### src/rtl/edge_pattern_generator_pkg.sv
// -----------------------------------------------------------------------------
// edge_gen_pkg
// Shared types and constants for the edge pattern generator.
//   state_t      : control FSM encoding
//   MIN_SEG_LEN  : shortest segment in cycles; a programmed 0 is raised to this
// -----------------------------------------------------------------------------
package edge_gen_pkg;

    typedef enum logic [2:0] {
        IDLE  = 3'd0,
        ARMED = 3'd1,
        SEG1  = 3'd2,
        SEG2  = 3'd3,
        SEG3  = 3'd4,
        DONE  = 3'd5
    } state_t;

    localparam int unsigned MIN_SEG_LEN = 32'd1;

endpackage

### src/rtl/edge_pattern_generator_if.sv
// -----------------------------------------------------------------------------
// edge_pattern_generator_if
// Control, configuration and status bundle of the edge pattern generator.
//   slave  : the generator (consumes enable/trigger/config, drives status)
//   master : the regmap / peer block / bench that configures it
// -----------------------------------------------------------------------------
interface edge_pattern_generator_if #(
    parameter int CNT_W = 32,
    parameter int RPT_W = 16
);
    logic             enable;
    logic             trig_enable;
    logic             trig_in;
    logic             trig_out;
    logic             cfg_trig_out;
    logic             cfg_out_inv;
    logic [CNT_W-1:0] d1_len;
    logic [CNT_W-1:0] d2_len;
    logic [CNT_W-1:0] d3_len;
    logic [RPT_W-1:0] repeat_cnt;
    logic             gpio_out;
    logic             busy;
    logic             done;
    logic [RPT_W-1:0] burst_num;

    modport slave (
        input  enable, trig_enable, trig_in, cfg_trig_out, cfg_out_inv,
        input  d1_len, d2_len, d3_len, repeat_cnt,
        output trig_out, gpio_out, busy, done, burst_num
    );

    modport master (
        output enable, trig_enable, trig_in, cfg_trig_out, cfg_out_inv,
        output d1_len, d2_len, d3_len, repeat_cnt,
        input  trig_out, gpio_out, busy, done, burst_num
    );
endinterface

### src/rtl/edge_pattern_generator_seg_timer.sv
// -----------------------------------------------------------------------------
// seg_timer
// Segment down-counter. A load pulse arms it with len; expire is high on the
// last cycle of the segment, so a segment lasts max(len,1) cycles after load.
//   clk, rst_sync : clock, synchronous active-high reset
//   load          : start a new segment next cycle
//   len           : segment length in cycles (0 treated as 1)
//   expire        : current cycle is the final cycle of the segment
// -----------------------------------------------------------------------------
module seg_timer
    import edge_gen_pkg::*;
#(
    parameter int CNT_W = 32
) (
    input  logic             clk,
    input  logic             rst_sync,
    input  logic             load,
    input  logic [CNT_W-1:0] len,
    output logic             expire
);
    logic [CNT_W-1:0] cnt_q;
    logic [CNT_W-1:0] cnt_d;

    // Next count: load len-1 (clamped at 0), else count down to 0 and rest there.
    // Loading len-1 rather than len keeps an all-ones length from wrapping.
    always_comb begin
        cnt_d = cnt_q;
        if (load) begin
            if (len >= CNT_W'(MIN_SEG_LEN)) begin
                cnt_d = len - CNT_W'(MIN_SEG_LEN);
            end else begin
                cnt_d = '0;
            end
        end else if (cnt_q != '0) begin
            cnt_d = cnt_q - CNT_W'(1);
        end else begin
            cnt_d = cnt_q;
        end
    end

    // Counter register.
    always_ff @(posedge clk) begin
        if (rst_sync) begin
            cnt_q <= '0;
        end else begin
            cnt_q <= cnt_d;
        end
    end

    assign expire = (cnt_q == '0);
endmodule

### src/rtl/edge_pattern_generator.sv
// -----------------------------------------------------------------------------
// edge_pattern_generator
// Drives one GPIO with a burst of three timed segments (d1, d2, d3 cycles),
// toggling at the start of SEG2, the start of SEG3 and after SEG3, repeated
// repeat_cnt extra times. Config is shadowed at the enable rise.
//   clk, rst_sync : clock, synchronous active-high reset
//   bus (slave)   : enable, trig_enable, trig_in, cfg_trig_out, cfg_out_inv,
//                   d1_len..d3_len, repeat_cnt in; gpio_out, trig_out, busy,
//                   done, burst_num out (all registered)
// -----------------------------------------------------------------------------
module edge_pattern_generator
    import edge_gen_pkg::*;
#(
    parameter int CNT_W = 32,
    parameter int RPT_W = 16
) (
    input  logic                     clk,
    input  logic                     rst_sync,
    edge_pattern_generator_if.slave  bus
);
    state_t           state_q, state_d;
    logic             en_prev_q, en_prev_d;
    logic             gpio_q, gpio_d;
    logic             trig_q, trig_d;
    logic             busy_q, busy_d;
    logic             done_q, done_d;
    logic [RPT_W-1:0] burst_q, burst_d;
    logic [CNT_W-1:0] d1_q, d1_d, d2_q, d2_d, d3_q, d3_d;
    logic [RPT_W-1:0] rpt_q, rpt_d;
    logic             ctrig_q, ctrig_d;
    logic             seg_load_s;
    logic [CNT_W-1:0] seg_len_s;
    logic             seg_expire_s;
    logic             start_s;

    seg_timer #(.CNT_W(CNT_W)) u_seg_timer (
        .clk      (clk),
        .rst_sync (rst_sync),
        .load     (seg_load_s),
        .len      (seg_len_s),
        .expire   (seg_expire_s)
    );

    // Because en_prev_q clears in reset, enable held high through reset counts as a rise.
    assign start_s   = bus.enable & ~en_prev_q;
    assign en_prev_d = bus.enable;

    // Next-state and next-output logic; outputs are computed for the state being entered.
    always_comb begin
        state_d    = state_q;
        gpio_d     = gpio_q;
        trig_d     = 1'b0;
        burst_d    = burst_q;
        d1_d       = d1_q;
        d2_d       = d2_q;
        d3_d       = d3_q;
        rpt_d      = rpt_q;
        ctrig_d    = ctrig_q;
        seg_load_s = 1'b0;
        seg_len_s  = d1_q;
        case (state_q)
            IDLE: begin
                gpio_d = bus.cfg_out_inv;
                if (start_s) begin
                    d1_d    = bus.d1_len;
                    d2_d    = bus.d2_len;
                    d3_d    = bus.d3_len;
                    rpt_d   = bus.repeat_cnt;
                    ctrig_d = bus.cfg_trig_out;
                    burst_d = '0;
                    if (bus.trig_enable) begin
                        state_d = ARMED;
                    end else begin
                        state_d    = SEG1;
                        seg_load_s = 1'b1;
                        seg_len_s  = bus.d1_len;
                        trig_d     = ~bus.cfg_trig_out;
                    end
                end else begin
                    state_d = IDLE;
                end
            end
            ARMED: begin
                if (!bus.enable) begin
                    state_d = IDLE;
                    gpio_d  = bus.cfg_out_inv;
                end else if (bus.trig_in) begin
                    state_d    = SEG1;
                    seg_load_s = 1'b1;
                    seg_len_s  = d1_q;
                    trig_d     = ~ctrig_q;
                end else begin
                    state_d = ARMED;
                end
            end
            SEG1: begin
                if (!bus.enable) begin
                    state_d = IDLE;
                    gpio_d  = bus.cfg_out_inv;
                end else if (seg_expire_s) begin
                    state_d    = SEG2;
                    seg_load_s = 1'b1;
                    seg_len_s  = d2_q;
                    gpio_d     = ~gpio_q;
                    trig_d     = ctrig_q & (burst_q == '0);
                end else begin
                    state_d = SEG1;
                end
            end
            SEG2: begin
                if (!bus.enable) begin
                    state_d = IDLE;
                    gpio_d  = bus.cfg_out_inv;
                end else if (seg_expire_s) begin
                    state_d    = SEG3;
                    seg_load_s = 1'b1;
                    seg_len_s  = d3_q;
                    gpio_d     = ~gpio_q;
                end else begin
                    state_d = SEG2;
                end
            end
            SEG3: begin
                if (!bus.enable) begin
                    state_d = IDLE;
                    gpio_d  = bus.cfg_out_inv;
                end else if (seg_expire_s) begin
                    gpio_d = ~gpio_q;
                    // Back-to-back bursts: the third edge is also the start of the next SEG1.
                    if (burst_q < rpt_q) begin
                        state_d    = SEG1;
                        burst_d    = burst_q + RPT_W'(1);
                        seg_load_s = 1'b1;
                        seg_len_s  = d1_q;
                    end else begin
                        state_d = DONE;
                    end
                end else begin
                    state_d = SEG3;
                end
            end
            DONE: begin
                if (!bus.enable) begin
                    state_d = IDLE;
                    gpio_d  = bus.cfg_out_inv;
                end else begin
                    state_d = DONE;
                end
            end
            default: begin
                state_d = IDLE;
                gpio_d  = bus.cfg_out_inv;
            end
        endcase
        busy_d = (state_d == ARMED) || (state_d == SEG1) ||
                 (state_d == SEG2)  || (state_d == SEG3);
        done_d = (state_d == DONE);
    end

    // State, output and shadow registers.
    always_ff @(posedge clk) begin
        if (rst_sync) begin
            state_q   <= IDLE;
            en_prev_q <= 1'b0;
            gpio_q    <= 1'b0;
            trig_q    <= 1'b0;
            busy_q    <= 1'b0;
            done_q    <= 1'b0;
            burst_q   <= '0;
            d1_q      <= '0;
            d2_q      <= '0;
            d3_q      <= '0;
            rpt_q     <= '0;
            ctrig_q   <= 1'b0;
        end else begin
            state_q   <= state_d;
            en_prev_q <= en_prev_d;
            gpio_q    <= gpio_d;
            trig_q    <= trig_d;
            busy_q    <= busy_d;
            done_q    <= done_d;
            burst_q   <= burst_d;
            d1_q      <= d1_d;
            d2_q      <= d2_d;
            d3_q      <= d3_d;
            rpt_q     <= rpt_d;
            ctrig_q   <= ctrig_d;
        end
    end

    assign bus.gpio_out  = gpio_q;
    assign bus.trig_out  = trig_q;
    assign bus.busy      = busy_q;
    assign bus.done      = done_q;
    assign bus.burst_num = burst_q;
endmodule

### src/flat_wrapper.sv
// flat-port wrapper written by rule: the top's interface ports become plain ports
module edge_pattern_generator_flat import edge_gen_pkg::*;
#(
    parameter int CNT_W = 32,
    parameter int RPT_W = 16
)
  (clk, rst_sync, bus_enable, bus_trig_enable, bus_trig_in, bus_cfg_trig_out, bus_cfg_out_inv, bus_d1_len, bus_d2_len, bus_d3_len, bus_repeat_cnt, bus_trig_out, bus_gpio_out, bus_busy, bus_done, bus_burst_num);
  edge_pattern_generator_if #(.CNT_W(CNT_W), .RPT_W(RPT_W)) bus_i ();
  input  logic clk;
  input  logic rst_sync;
  input wire logic [$bits(bus_i.enable)-1:0] bus_enable;
  input wire logic [$bits(bus_i.trig_enable)-1:0] bus_trig_enable;
  input wire logic [$bits(bus_i.trig_in)-1:0] bus_trig_in;
  input wire logic [$bits(bus_i.cfg_trig_out)-1:0] bus_cfg_trig_out;
  input wire logic [$bits(bus_i.cfg_out_inv)-1:0] bus_cfg_out_inv;
  input wire logic [$bits(bus_i.d1_len)-1:0] bus_d1_len;
  input wire logic [$bits(bus_i.d2_len)-1:0] bus_d2_len;
  input wire logic [$bits(bus_i.d3_len)-1:0] bus_d3_len;
  input wire logic [$bits(bus_i.repeat_cnt)-1:0] bus_repeat_cnt;
  output wire logic [$bits(bus_i.trig_out)-1:0] bus_trig_out;
  output wire logic [$bits(bus_i.gpio_out)-1:0] bus_gpio_out;
  output wire logic [$bits(bus_i.busy)-1:0] bus_busy;
  output wire logic [$bits(bus_i.done)-1:0] bus_done;
  output wire logic [$bits(bus_i.burst_num)-1:0] bus_burst_num;
  assign bus_i.enable = bus_enable;
  assign bus_i.trig_enable = bus_trig_enable;
  assign bus_i.trig_in = bus_trig_in;
  assign bus_i.cfg_trig_out = bus_cfg_trig_out;
  assign bus_i.cfg_out_inv = bus_cfg_out_inv;
  assign bus_i.d1_len = bus_d1_len;
  assign bus_i.d2_len = bus_d2_len;
  assign bus_i.d3_len = bus_d3_len;
  assign bus_i.repeat_cnt = bus_repeat_cnt;
  assign bus_trig_out = bus_i.trig_out;
  assign bus_gpio_out = bus_i.gpio_out;
  assign bus_busy = bus_i.busy;
  assign bus_done = bus_i.done;
  assign bus_burst_num = bus_i.burst_num;
  edge_pattern_generator #(.CNT_W(CNT_W), .RPT_W(RPT_W)) u_core (.clk(clk), .rst_sync(rst_sync), .bus(bus_i));
endmodule
### config.mk
export PLATFORM = sky130hd
export DESIGN_NAME = edge_pattern_generator_flat
export DESIGN_NICKNAME = d
export VERILOG_FILES = /design/src/rtl/edge_pattern_generator_pkg.sv /design/src/rtl/edge_pattern_generator_if.sv /design/src/rtl/edge_pattern_generator_seg_timer.sv /design/src/rtl/edge_pattern_generator.sv /design/src/flat_wrapper.sv
export SDC_FILE = /design/constraint.sdc
export NUM_CORES = 1
export LEC_CHECK = 0
export CAP_MARGIN = 10
export CORE_ASPECT_RATIO = 0.8
export CORE_MARGIN = 5
export CORE_UTILIZATION = 50
export CTS_CLUSTER_DIAMETER = 40
export CTS_CLUSTER_SIZE = 14
export DETAILED_ROUTE_END_ITERATION = 10
export PLACE_DENSITY_LB_ADDON = 0.08
export SYNTH_ARGS = -nofsm -noshare
export SYNTH_HDL_FRONTEND = slang
export SYNTH_HIERARCHICAL = 1
export SYNTH_SLANG_ARGS = --single-unit
### constraint.sdc
create_clock -name clk -period 8.45 [get_ports clk]
set_clock_uncertainty 0.1 [all_clocks]
set_input_delay 2.1125 -clock clk [delete_from_list [all_inputs] [get_ports clk]]
set_output_delay 2.1125 -clock clk [all_outputs]
set_load 0.02 [all_outputs]
* Word level (Yosys, flattened, before mapping)
Cells that the tools add are included.
** Cells by class
- $add $sub $neg :: 3
- Order comparisons :: 2
- Equal/unequal tests :: 16
- Multiplexer cells :: 49
- Bitwise operators :: 6
- Reductions and logical operators :: 15
** Operator list (count)
- two-way mux 32 bit :: 9
- case mux 32 bit (3 select lines) :: 1
- two-way mux 16 bit :: 4
- subtractor 32 x 1 -> 32 bit, second input constant :: 2
- >= comparator 32 x 1 -> 1 bit, second input constant :: 1
- zero test 32 bit :: 1
- case mux 16 bit (2 select lines) :: 1
- nonzero test 32 bit :: 1
- two-way mux 3 bit :: 8
- two-way mux 1 bit :: 19
- case mux 3 bit (6 select lines) :: 1
- adder 16 x 1 -> 16 bit, second input constant :: 1
- zero test 16 bit :: 1
- less-than comparator 16 bit :: 1
- == test 3 x 2 -> 1 bit, second input constant :: 4
- == test 3 bit, second input constant :: 4
- == test 3 x 1 -> 1 bit, second input constant :: 2
- two-way mux 2 bit :: 3
- inequality test 2 x 1 -> 1 bit, second input constant :: 3
- AND reduction 5 bit :: 1
- inequality test 2 bit, second input constant :: 2
- NOT 1 bit :: 4
- case mux 1 bit (4 select lines) :: 1
- AND reduction 2 bit :: 2
- 9 further kinds :: 14
** Word-level totals
- Bits in registers :: 169
- Input bits :: 119
- Output and inout bits :: 20
- Word-level logic and storage cells :: 104

* Longest topological paths before layout
- Depth after elaboration :: 9
- Gate-level depth with buffers :: 21
- Mapped depth without buffers :: 16

* Cells and area by module
Netlist, hierarchy kept.
** Modules (own cells, without submodules)
- edge_pattern_generator :: instances 1, cells an instance 872, area an instance 6582.6 um^2, sequential area each 2742.6 um^2
- seg_timer :: instances 1, cells an instance 301, area an instance 2469.9 um^2, sequential area each 640.6 um^2

* Least setup slack after synthesis
OpenSTA, ideal clock, no wires.
- Path kind :: input -> register
- From :: in bus_trig_enable
- To :: reg u_core.u_seg_timer.cnt_q[10]
- Setup time :: 0.079 ns
- Arrival :: 5.102 ns
- Required time :: 8.271 ns
- Path slack :: 3.170 ns
- Stages :: 14
- Buffers on the path :: 2
- Path through :: nor2_1 nand2_1 nor3_1 clkbuf_1 a22oi_1 o221ai_1 ha_1 or3b_2 or4_4 nand3b_4 o21ai_4 or2_1 buf_6 o221ai_2
** Between the ends
- Cells in the longest elaborated chain, start to end :: 6
- Elaborated cells on any way between the ends :: 11
- Those cells by class :: 1 x add/sub; 1 x order compare; 8 x mux; 1 x reduce/logical
** Ends and longest elaborated chain
- start: declaration :: line flat_wrapper.sv:12 : input wire logic [$bits(bus_i.trig_enable)-1:0] bus_trig_enable;
- two-way mux 32 bit (*) :: line edge_pattern_generator.sv:71 : if (bus.trig_enable) begin
- two-way mux 32 bit (*) :: line edge_pattern_generator.sv:64 : if (start_s) begin
- case mux 32 bit (3 select lines) (*) :: line edge_pattern_generator.sv:61 : case (state_q)
- via u_core.seg_len_s[0] :: line edge_pattern_generator.sv:32 : logic [CNT_W-1:0] seg_len_s;
- subtractor 32 x 1 -> 32 bit or >= comparator 32 x 1 -> 1 bit (tied branches) :: line edge_pattern_generator_seg_timer.sv:30, edge_pattern_generator_seg_timer.sv:29
- two-way mux 32 bit (*) :: line edge_pattern_generator_seg_timer.sv:29 : if (len >= CNT_W'(MIN_SEG_LEN)) begin
- two-way mux 32 bit (*) :: line edge_pattern_generator_seg_timer.sv:28 : if (load) begin
- end signal: assignment :: line edge_pattern_generator_seg_timer.sv:46 : cnt_q <= cnt_d;
- end: declaration :: line edge_pattern_generator_seg_timer.sv:21 : logic [CNT_W-1:0] cnt_q;
The timed path passes the listed nets; every way through them passes the cells marked *.
A chain may end at the register's enable or synchronous reset.

* Worst setup path after layout
- From :: in bus_enable
- To :: reg u_core.u_seg_timer.cnt_q[10]
** Between the ends
- Cells in the longest elaborated chain, start to end :: 6
- Elaborated cells on any way between the ends :: 15
- Those cells by class :: 1 x add/sub; 1 x order compare; 11 x mux; 1 x bitwise; 1 x reduce/logical
** Ends and longest elaborated chain
- start: declaration :: line flat_wrapper.sv:11 : input wire logic [$bits(bus_i.enable)-1:0] bus_enable;
- AND 1 bit :: line edge_pattern_generator.sv:45 : assign start_s = bus.enable & ~en_prev_q;
- two-way mux 32 bit :: line edge_pattern_generator.sv:64
- case mux 32 bit (3 select lines) (*) :: line edge_pattern_generator.sv:61
- via u_core.seg_len_s[0] :: line edge_pattern_generator.sv:32
- subtractor 32 x 1 -> 32 bit or >= comparator 32 x 1 -> 1 bit (tied branches) :: line edge_pattern_generator_seg_timer.sv:30, edge_pattern_generator_seg_timer.sv:29
- two-way mux 32 bit (*) :: line edge_pattern_generator_seg_timer.sv:29
- two-way mux 32 bit (*) :: line edge_pattern_generator_seg_timer.sv:28
Marked as above.

==> impl_metrics.env <==
export IMPL_p_int_mw=1.66
export IMPL_setup_viol_count_final=0
export IMPL_num_vias=8711
export IMPL_worstRegToRegCells=14
export IMPL_cts_max_path_buffers=2
export IMPL_p_per_area_nw_per_um2=239
export IMPL_arrival_ns=6.81
export IMPL_h_tree_depth=4
export IMPL_timing_final_crit_share_pct=77.6
export IMPL_cp_required_ns=8.70
export IMPL_area_growth_pct=22.3
export IMPL_synth_compound_area_share_pct=21.2
export IMPL_yosys_register_bits=169
export IMPL_drt_iter0_drc=867
export IMPL_clock_sinks=169
export IMPL_ys_flop_type="dfxtp_1"
export IMPL_die_area_um2=20900
export IMPL_first_global_vias=7810
export IMPL_hp_start="u_core/d2_q[21]"
export IMPL_total_power_mw=2.65
export IMPL_syn_avg_cell_area_um2=7.72
export IMPL_timing_critical_path_from="bus_enable"
export IMPL_crit_path_end_kind="flip-flop"
export IMPL_slew_headroom_pct=27.9
export IMPL_start_util_pct=50.4
export IMPL_viasPerCell=5.80
export IMPL_synth_simple_area_share_pct=25.0
export IMPL_first_pass_iters=5
export IMPL_synth_top_family_by_area="simple AND/OR/NAND/NOR gates"
export IMPL_grt_pass1_wl_um=42200
export IMPL_tns_ns=0
export IMPL_ys_warn_count=6
export IMPL_synth_edf_count=0
export IMPL_core_area_um2=17900
export IMPL_io_buffer_count=138
export IMPL_crit_type="in2reg"
export IMPL_ys_async_sr_fraction_pct=0
export IMPL_period_minus_slack_ns=6.56
export IMPL_post_cts_setup_buffers=0
export IMPL_vdd_ir_drop_max_mv=0.141
export IMPL_synth_mux_area_share_pct=3.77
export IMPL_fp_row_count=44
export IMPL_sw_frac_of_total_pct=37.3
export IMPL_cts_tree="built"
export IMPL_hold_class="reg2reg"
export IMPL_clk_latency_ns=0.43
export IMPL_cts_resized_gates=0
export IMPL_p_sw_uw=987
export IMPL_dp_hpwl_um=19100
export IMPL_ys_seq_area_share_pct=37.4
export IMPL_syn_inst=1173
export IMPL_drcViolationCount=0
export IMPL_ant_nets=0
export IMPL_rr_endpoint="u_core/u_seg_timer/cnt_q[10]"
export IMPL_status="complete, no violations"
export IMPL_yosysUniqueCellTypes=65
export IMPL_drv_cap=0
export IMPL_fin_nets=1400
export IMPL_ios=139
export IMPL_clk_pin_slew_ns=0.07
export IMPL_p_leak_nw=3.85
export IMPL_rrSetupSlack_ns=2.72
export IMPL_cts_buffers=17
export IMPL_chipWidth_um=160
export IMPL_combPwrFrac_pct=33.5
export IMPL_drive_gt1_share_pct=5.26
export IMPL_syn_num_nets=1313
export IMPL_track_usage_pct=25.2
export IMPL_overflow=0
export IMPL_slew_viol_final=0
export IMPL_cp_max_fo=18
export IMPL_p_clk_share_pct=29.6
export IMPL_worstHoldPathCells=2
export IMPL_rsz0062_at_grt="false"
export IMPL_cts_hold_buffers_added=0
export IMPL_whs_endpoint="u_core/d2_q[21]"
export IMPL_antenna_found_initial=0
export IMPL_finalHoldViolCount=0
export IMPL_place_congestion=0.906
export IMPL_grt_max_degree=73
export IMPL_synthAdderAreaFrac_pct=2.90
export IMPL_fillers=1659
export IMPL_start_kind="input pin"
export IMPL_wl_per_cell_um=17.9
export IMPL_syn_cell_area_um2=9050
export IMPL_sequentialPowerShare_pct=36.8
export IMPL_die_y_um=130
export IMPL_diodes=0
export IMPL_routed_wl_um=26900
export IMPL_cts_root_buffer="clkbuf_16"
export IMPL_r2r_start="u_core/u_seg_timer/cnt_q[14]"
export IMPL_synth_xor_area_share_pct=4.74
export IMPL_fmax_mhz=152
export IMPL_worst_pin_slew_ns=1.08
## Yosys cell counts, drive strengths merged (6+ instances only)
| library cell | n | area, um^2 |
|---|---|---|
| nand2 | 288 | 1080 |
| dfxtp | 169 | 3380 |
| a21oi | 150 | 751 |
| clkbuf | 61 | 229 |
| nor2 | 50 | 188 |
| o221ai | 34 | 310 |
| a22oi | 33 | 248 |
| mux2i | 33 | 330 |
| xnor2 | 32 | 280 |
| inv | 30 | 113 |
| nor3 | 30 | 155 |
| o21ai | 28 | 151 |
| ha | 21 | 263 |
| buf | 20 | 106 |
| nor4 | 20 | 170 |
| or3 | 20 | 130 |
| nand3 | 17 | 85.1 |
| xor2 | 17 | 149 |
| or4 | 15 | 120 |
| nand4 | 11 | 68.8 |
| a2bb2oi | 10 | 87.6 |
| nand2b | 8 | 50.1 |
| o32ai | 7 | 61.3 |
| o31ai | 6 | 45.0 |
## cell families (layout without fill, tap and decap cells)
family / Yosys count / count (layout)
buffers and inverters: 112 / 212
DFF: 169 / 169
AOI/OAI and AO/OA: 301 / 301
adders and majority gates: 21 / 21
and+or+nand+nor: 487 / 487
xor gates and xnor gates: 49 / 49
muxes: 34 / 34
## sequential cells by signal, indices dropped and copies added, names as in the netlist
| signal | count |
|---|---|
| u_core/bus.busy | 1 |
| u_core/ctrig_q | 1 |
| u_core/en_prev_q | 1 |
| u_core/d2_q | 32 |
| u_core/d1_q | 32 |
| u_core/bus.done | 1 |
| u_core/bus.trig_out | 1 |
| u_core/bus.burst_num | 16 |
| u_core/rpt_q | 16 |
| u_core/d3_q | 32 |
| u_core/u_seg_timer/cnt_q | 32 |
| u_core/state_q | 3 |
| u_core/bus.gpio_out | 1 |
## routing by layer
metal	GRT usage (%)	up-vias	share of wire, %
li1	-	4325	-
met1	35.8	4049	47
met2	39.4	310	44
met3	5.53	27	8.0
met4	6.32	0	1.4
met5	0	-	0
## layout by cell type (no fill, tap or decap), types with 4 or more instances in the layout
master / n
buf_4: 12
or3_1: 19
mux2i_1: 33
a2bb2oi_1: 10
o221ai_1: 32
or4_1: 13
and3_1: 5
o21a_1: 4
ha_1: 21
xor2_1: 17
clkdlybuf4s50_1: 137
nor4_1: 17
a211oi_1: 4
nand4b_1: 4
o32ai_1: 7
a22oi_1: 33
o22ai_1: 4
o31ai_1: 6
inv_8: 5
dfxtp_1: 168
o21ai_0: 26
nor3_1: 28
nand4_1: 11
nand3_1: 17
inv_1: 30
or2_2: 4
a31oi_1: 4
nor2_1: 50
a21oi_1: 150
nand2_1: 287
xnor2_1: 32
inv_6: 6
clkbuf_16: 17
nand2b_1: 8
## stage by stage
| step | setup WS [ns] | hold WS [ns] | utilization (%) | area (um^2) | cells |
|---|---|---|---|---|---|
| floorplan | 3.17 | 0.336 | - | 9050 | 1173 |
| global placement | 1.64 | 0.340 | 58.4 | 10500 | 1471 |
| detailed placement | 1.58 | 0.346 | 58.4 | 10500 | 1471 |
| CTS | 1.98 | 0.357 | 61.7 | 11100 | 1503 |
| global route | 1.68 | 0.368 | 61.7 | 11100 | 1503 |
| finish | 1.89 | 0.356 | 61.7 | 11100 | 1503 |
## how the worst max path moves through the flow
| stage | end | slack (ns) |
|---|---|---|
| 2_1_floorplan | u_core/u_seg_timer/cnt_q[10] | 3.17 |
| 3_3_place_gp | u_core/u_seg_timer/cnt_q[10] | 1.64 |
| 3_5_place_dp | u_core/u_seg_timer/cnt_q[10] | 1.58 |
| 4_1_cts | u_core/u_seg_timer/cnt_q[10] | 1.98 |
| 5_1_grt | u_core/u_seg_timer/cnt_q[10] | 1.68 |
| 6_report | u_core/u_seg_timer/cnt_q[10] | 1.89 |
## power groups by stage
stage,Combinational (mW),Clock [mW],Sequential [mW]
finish,0.888,0.784,0.975
floorplan,0.660,0,0.972
global route,0.962,0.830,0.987
CTS,0.872,0.797,0.972
detailed placement,0.868,0,0.990
global placement,0.862,0,0.987
## critical path: stages
cell             delay [ns]
clkdlybuf4s50_1        0.75
nand2_1                0.41
nor3_2                 0.84
a22oi_1                0.17
o221ai_1               0.43
ha_1                   0.24
or3b_2                 0.44
or4_4                  0.46
nand3b_4               0.13
o21ai_4                0.16
or2_1                  0.42
o221ai_2               0.23
## area by class of cell
cell class                 count  area (um^2)  share of cell area, %
multi-input combinational    892         5230                   47.2
sequential                   169         3380                   30.6
timing repair buffer         149         1460                   13.2
clock buffer                  17          425                   3.84
tap                          230          288                   2.60
clock inverter                15          166                   1.50
inverter                      31          116                   1.05
(Power assumes the default switching activity.)
